$ cat config.mk
export PLATFORM = sky130hd
export DESIGN_NAME = debug_unit_cmd_flat
export DESIGN_NICKNAME = d
export VERILOG_FILES = /design/src/rtl/debug_unit_cmd_if.sv /design/src/rtl/debug_unit_cmd.sv /design/src/flat_wrapper.sv
export SDC_FILE = /design/constraint.sdc
export NUM_CORES = 1
export LEC_CHECK = 0
export CAP_MARGIN = 20
export CORE_MARGIN = 1
export CORE_UTILIZATION = 40
export DETAILED_ROUTE_END_ITERATION = 16
export PLACE_DENSITY = 0.64
export SYNTH_ARGS = -nofsm -noshare
export SYNTH_HDL_FRONTEND = slang
export SYNTH_SLANG_ARGS = --single-unit
$ cat constraint.sdc
create_clock -name clk -period 2.2 [get_ports clk]
set_input_delay 0.44 -clock clk [delete_from_list [all_inputs] [get_ports clk]]
set_output_delay 0.44 -clock clk [all_outputs]
set_load 0.03 [all_outputs]
$ cat src/rtl/debug_unit_cmd_if.sv
// debug_unit_cmd_if: UART-side and core-side signal bundle of the command debug unit
interface debug_unit_cmd_if #(
    parameter int DATA_BITS = 8,
    parameter int WORD_W    = 32,
    parameter int NUM_WORDS = 4
);
    logic [DATA_BITS-1:0]        rx_dato_out;
    logic                        rx_done;
    logic                        tx_done;
    logic [NUM_WORDS*WORD_W-1:0] dbg_data;
    logic                        enable;
    logic [DATA_BITS-1:0]        tx_dato_in;
    logic                        tx_start;
    logic                        busy;
    modport master (
        output rx_dato_out, rx_done, tx_done, dbg_data,
        input  enable, tx_dato_in, tx_start, busy
    );
    modport slave (
        input  rx_dato_out, rx_done, tx_done, dbg_data,
        output enable, tx_dato_in, tx_start, busy
    );
endinterface

$ cat src/rtl/debug_unit_cmd.sv
// debug_unit_cmd: decodes UART command bytes to run/halt/step the core and dumps the debug bus; DEBUG_CHECKSUM_EN appends an XOR byte to dumps
module debug_unit_cmd #(
    parameter int DATA_BITS = 8,
    parameter int WORD_W    = 32,
    parameter int NUM_WORDS = 4
) (
    input logic clk,
    input logic reset,
    debug_unit_cmd_if.slave bus
);
    localparam int SNAP_W = NUM_WORDS * WORD_W;
    localparam int DUMP_N = SNAP_W / DATA_BITS;
`ifdef DEBUG_CHECKSUM_EN
    localparam int MAX_N = DUMP_N + 1;
`else
    localparam int MAX_N = DUMP_N;
`endif
    localparam int IDX_W = $clog2(MAX_N + 1);
    localparam logic [DATA_BITS-1:0] CMD_C = DATA_BITS'(8'h63);
    localparam logic [DATA_BITS-1:0] CMD_H = DATA_BITS'(8'h68);
    localparam logic [DATA_BITS-1:0] CMD_S = DATA_BITS'(8'h73);
    localparam logic [DATA_BITS-1:0] CMD_P = DATA_BITS'(8'h70);
    localparam logic [DATA_BITS-1:0] ACK   = DATA_BITS'(8'h4B);
    localparam logic [DATA_BITS-1:0] NAK   = DATA_BITS'(8'h3F);

    typedef enum logic [1:0] {IDLE, DECODE, SEND, WAIT_TX} state_t;

    state_t               r_state;
    logic                 r_rx_q;
    logic                 r_tx_q;
    logic [DATA_BITS-1:0] r_cmd;
    logic [SNAP_W-1:0]    r_snap;
    logic [IDX_W-1:0]     r_idx;
    logic [IDX_W-1:0]     r_last;
    logic                 r_is_dump;
    logic                 r_step;
    logic                 r_enable;
    logic                 r_tx_start;
    logic                 r_busy;
    logic [DATA_BITS-1:0] r_tx_data;
    logic                 w_rx_ev;
    logic                 w_tx_ev;
    logic [SNAP_W-1:0]    w_ordered;
    logic [DATA_BITS-1:0] w_head;
    logic [DATA_BITS-1:0] w_reply;
    logic [DATA_BITS-1:0] w_byte;

    assign w_rx_ev = bus.rx_done & ~r_rx_q;
    assign w_tx_ev = bus.tx_done & ~r_tx_q;
    assign w_head  = r_snap[SNAP_W-1 -: DATA_BITS];
    assign w_reply = (r_cmd == CMD_C || r_cmd == CMD_H || r_cmd == CMD_S) ? ACK : NAK;

    // Word 0 goes to the top of the snapshot so the dump is a plain MSB-first shift-out
    for (genvar k = 0; k < NUM_WORDS; k++) begin : g_ord
        assign w_ordered[(NUM_WORDS-1-k)*WORD_W +: WORD_W] = bus.dbg_data[k*WORD_W +: WORD_W];
    end

`ifdef DEBUG_CHECKSUM_EN
    logic [DATA_BITS-1:0] r_csum;
    assign w_byte = (r_is_dump && r_idx == IDX_W'(DUMP_N)) ? r_csum : w_head;
    // Running XOR of dump bytes, folded in as each byte is acknowledged
    always_ff @(posedge clk) begin
        if (reset || r_state == DECODE)
            r_csum <= '0;
        else if (r_state == WAIT_TX && w_tx_ev)
            r_csum <= r_csum ^ r_tx_data;
    end
`else
    assign w_byte = w_head;
`endif

    // Previous level of the UART done flags; a held-high flag gives a single event
    always_ff @(posedge clk) begin
        if (reset) begin
            r_rx_q <= 1'b0;
            r_tx_q <= 1'b0;
        end else begin
            r_rx_q <= bus.rx_done;
            r_tx_q <= bus.tx_done;
        end
    end

    // Command FSM: capture, decode, then shift out reply or snapshot one byte per TX handshake
    always_ff @(posedge clk) begin
        if (reset) begin
            r_state    <= IDLE;
            r_cmd      <= '0;
            r_snap     <= '0;
            r_idx      <= '0;
            r_last     <= '0;
            r_is_dump  <= 1'b0;
            r_step     <= 1'b0;
            r_enable   <= 1'b0;
            r_tx_start <= 1'b0;
            r_busy     <= 1'b0;
            r_tx_data  <= '0;
        end else begin
            case (r_state)
                IDLE: begin
                    if (w_rx_ev) begin
                        r_cmd   <= bus.rx_dato_out;
                        r_busy  <= 1'b1;
                        r_idx   <= '0;
                        r_state <= DECODE;
                    end
                end
                DECODE: begin
                    r_is_dump <= r_cmd == CMD_P;
                    r_last    <= r_cmd == CMD_P ? IDX_W'(MAX_N - 1) : '0;
                    r_snap    <= r_cmd == CMD_P ? w_ordered : SNAP_W'(w_reply) << (SNAP_W - DATA_BITS);
                    r_enable  <= r_cmd == CMD_C ? 1'b1 :
                                 r_cmd == CMD_H ? 1'b0 :
                                 r_cmd == CMD_S ? ~r_enable : r_enable;
                    r_step    <= r_cmd == CMD_S && !r_enable;
                    r_state   <= SEND;
                end
                SEND: begin
                    if (r_step) begin
                        r_enable <= 1'b0;
                        r_step   <= 1'b0;
                    end
                    r_tx_data  <= w_byte;
                    r_tx_start <= 1'b1;
                    r_state    <= WAIT_TX;
                end
                WAIT_TX: begin
                    if (w_tx_ev) begin
                        r_tx_start <= 1'b0;
                        r_snap     <= r_snap << DATA_BITS;
                        if (r_idx == r_last) begin
                            r_busy  <= 1'b0;
                            r_state <= IDLE;
                        end else begin
                            r_idx   <= r_idx + 1'b1;
                            r_state <= SEND;
                        end
                    end
                end
                default: r_state <= IDLE;
            endcase
        end
    end

    assign bus.enable     = r_enable;
    assign bus.tx_dato_in = r_tx_data;
    assign bus.tx_start   = r_tx_start;
    assign bus.busy       = r_busy;
endmodule

$ cat src/flat_wrapper.sv
// flat-port wrapper written by rule: the top's interface ports become plain ports
module debug_unit_cmd_flat 
#(
    parameter int DATA_BITS = 8,
    parameter int WORD_W    = 32,
    parameter int NUM_WORDS = 4
)
  (clk, reset, bus_rx_dato_out, bus_rx_done, bus_tx_done, bus_dbg_data, bus_enable, bus_tx_dato_in, bus_tx_start, bus_busy);
  debug_unit_cmd_if #(.DATA_BITS(DATA_BITS), .WORD_W(WORD_W), .NUM_WORDS(NUM_WORDS)) bus_i ();
  input logic clk;
  input logic reset;
  input wire logic [$bits(bus_i.rx_dato_out)-1:0] bus_rx_dato_out;
  input wire logic [$bits(bus_i.rx_done)-1:0] bus_rx_done;
  input wire logic [$bits(bus_i.tx_done)-1:0] bus_tx_done;
  input wire logic [$bits(bus_i.dbg_data)-1:0] bus_dbg_data;
  output wire logic [$bits(bus_i.enable)-1:0] bus_enable;
  output wire logic [$bits(bus_i.tx_dato_in)-1:0] bus_tx_dato_in;
  output wire logic [$bits(bus_i.tx_start)-1:0] bus_tx_start;
  output wire logic [$bits(bus_i.busy)-1:0] bus_busy;
  assign bus_i.rx_dato_out = bus_rx_dato_out;
  assign bus_i.rx_done = bus_rx_done;
  assign bus_i.tx_done = bus_tx_done;
  assign bus_i.dbg_data = bus_dbg_data;
  assign bus_enable = bus_i.enable;
  assign bus_tx_dato_in = bus_i.tx_dato_in;
  assign bus_tx_start = bus_i.tx_start;
  assign bus_busy = bus_i.busy;
  debug_unit_cmd #(.DATA_BITS(DATA_BITS), .WORD_W(WORD_W), .NUM_WORDS(NUM_WORDS)) u_core (.clk(clk), .reset(reset), .bus(bus_i));
endmodule
==> out/results.ini <==
[synthesis]
synth_top_cell_by_area = dfxtp_1
async_flop_share = 0
synth_top_flop_cell = dfxtp_1
synth_area_mm2 = 0.00751
syn-num-nets = 904
synth_top_area_frac = 0.421
synth_area_leaders = dfxtp_1 42%, a221oi_2 14%, nor3_2 9.3%
ys_seq_elements = 158
yosysSeqAreaShare = 0.421
synthCells = 759
avgSynthCellArea_um2 = 9.90
synth.yosys.warnings = 0
synth_edf_count = 0
netlist-cell-type-count = 44

[detailed_routing]
topRoutingLayerUsed = met4
vias = 6273
routed_wl_um = 20600
wl_per_cell_um = 18.2
drt_iter0_markers = 541
drcViolationCount = 10
ant_nets = 0
viasPerCell = 5.54
drtPass1Iterations = 13
wl_met2_um = 9250
wl_met1_um = 10100
wl_met3_um = 1020

[place]
globalplace.congestion = 0.750
dp_slack_ns = 0.0500
place_hpwl_um = 14100
io_buffers = 150

[timing]
worstMarginPinSlew_ns = 0.559
fin_worst_skew_ns = 0.00932
final_hold_viol_count = 0
slew_headroom = 0.624
maxSlewViolCount = 0
fin_crit_ns = 2.06
rsz0062_at_grt = false
final.setup.tns_ns = 0
max_freq_mhz = 485
worst_slack_ns = 0.137
setup_violations = 0
timing.final.crit_share = 0.938

[layout]
diodes = 0
drive_gt1_frac = 0.243
syn2layout_area_growth_pct = 32.7
finalNetCount = 1036
final_util = 0.548

[grt]
grt_max_degree = 55
grt.total_usage = 0.213
grt-ovfl-total = 0
grt_pass1_wl_um = 32300
grt_pass1_vias = 5994
antenna_found_initial = 0

[worst_hold_path]
hold_class = in2reg

[run]
max_cap_viol_count = 0

[power]
power.leakage_nw = 3.76
p_per_area_mw_per_mm2 = 1250
p_total_w = 0.0124
switching_share = 0.372
p_int_w = 0.00782
combPwrFrac = 0.419
peakVddDrop_mv = 0.772
pwr-share-clk = 0.240
p_switching_w = 0.00463
seq_power_share = 0.341

[floorplan]
die_x_um = 139
core-area_mm2 = 0.0182
start_util = 0.413
die_area_mm2 = 0.0193
chipHeight_um = 139
num_io_pins = 151
std_cell_rows = 49

[setup_path]
crit_arrival_ns = 2.40
end_kind = flip-flop
crit_fanout = 23
crit_type = reg2reg
cp-start-kind = flip-flop
worstPathRequired_ns = 2.54

[clocking]
cts-root-buf = clkbuf_16
cts_buffer_depth = 2
post_cts_buffers = 0
cts.sinks = 158
clock_latency_ns = 0.42
clk_pin_slew_worst_paths_ns = 0.06
postCtsHoldBufs = 0
htree_levels = 4
cts_resized = 0
numCtsBuffers = 17
cts_tree = yes

[status]
violations = DRC
outcome = complete, but fails checks

[cell families after synthesis]
group | after synthesis | synth area share
multiplexers | 18 | 0.0241
adder cells (fa/ha/maj) | 5 | 0.00833
AO/OA/AOI/OAI | 203 | 0.260
flip-flops | 158 | 0.421
AND/OR/NAND/NOR | 293 | 0.224
XOR/XNOR | 1 | 0.00117
buffers and inverters | 81 | 0.0614
[state kept, by name, summed over array words and instances (netlist names), 2 cells and up]
signal and cells:
u_core.r_snap 128, u_core.r_idx 5, u_core.r_state 2, u_core.bus.tx_dato_in 8
u_core.r_cmd 8
[per-layer routing]
layer	up-vias	track usage
met1	3023	0.303
met4	0	0.0591
li1	3080	-
met5	-	0
met3	11	0.0497
met2	159	0.320
[power by group through the flow]
stage | combinational [W] | sequential (W) | clock (W)
after detailed placement | 0.00521 | 0.00429 | 0
final | 0.00521 | 0.00425 | 0.00298
after global placement | 0.00516 | 0.00429 | 0
after floorplan | 0.00363 | 0.00418 | 0
after global routing | 0.00573 | 0.00433 | 0.00317
after CTS | 0.00524 | 0.00424 | 0.00303
[layout by cell type (no fill, tap or decap), drive strengths merged, types with 2 or more instances in the layout]
cell type        n
inv              4
clkinv           4
nor2b            4
dfxtp          158
bufinv           2
a311oi           2
nor4b            2
a221oi          96
ha               5
mux2i           17
and3             2
nor2           146
nand4b           2
a22oi           11
buf             39
nand4            2
nand2b           5
nor3            98
a21oi           52
o21ai           12
and3b            2
a2bb2oi         20
clkdlybuf4s50  149
nand2           18
clkbuf          26
a31oi            3
o221ai           4
and2             5
nor3b            2
[metrics by stage]
| step | hold slack (ns) | cells | instance area (um^2) |
|---|---|---|---|
| floorplan | 0.432 | 759 | 7510 |
| global placement | 0.445 | 1100 | 9340 |
| detailed placement | 0.448 | 1100 | 9340 |
| CTS | 0.404 | 1131 | 9930 |
| global route | 0.422 | 1132 | 9970 |
| finish | 0.413 | 1132 | 9970 |
[final timing paths]
check	to	slack, ns	from	cells after the start
worst min-delay path	u_core.r_last[2]	0.41	reset	2
worst max-delay path	u_core.r_snap[45]	0.14	u_core.r_cmd[0]	6
worst min register to register	u_core.r_snap[121]	0.46	u_core.r_snap[121]	2
worst max register to register	u_core.r_snap[45]	0.14	u_core.r_cmd[0]	6
[cell usage after synthesis, types with 2 or more instances]
cell type,count
nand2b_1,5
and3_1,2
dfxtp_1,158
inv_1,4
a21oi_1,52
buf_12,8
nand2_1,18
a311oi_1,2
nand4b_1,2
mux2i_1,17
o21ai_0,12
buf_1,5
nor3_2,70
nand4_1,2
nor2_1,146
a31oi_1,3
a22oi_1,11
and3b_1,2
clkbuf_1,43
ha_1,5
and2_1,3
a221oi_2,70
a221oi_1,26
buf_2,19
nor3b_1,2
o221ai_1,4
nor4b_1,2
nor2b_1,4
a2bb2oi_1,20
nor3_1,28
[layout make-up]
class	count	area, um^2
inverter	5	22.5
multi-input combinational	520	3920
fill	1621	8240
sequential	158	3160
tap	229	287
clock inverter	6	80.1
clock buffer	25	515
timing repair buffer	189	1980
[critical path, cell delays in order (launching register included)]
cell	delay, ns
dfxtp_1	0.36
or4b_1	0.59
nor2b_2	0.21
and2_4	0.26
buf_12	0.21
a221oi_1	0.14
nor3_1	0.20
No activity file was read; power rests on OpenSTA's default activity.
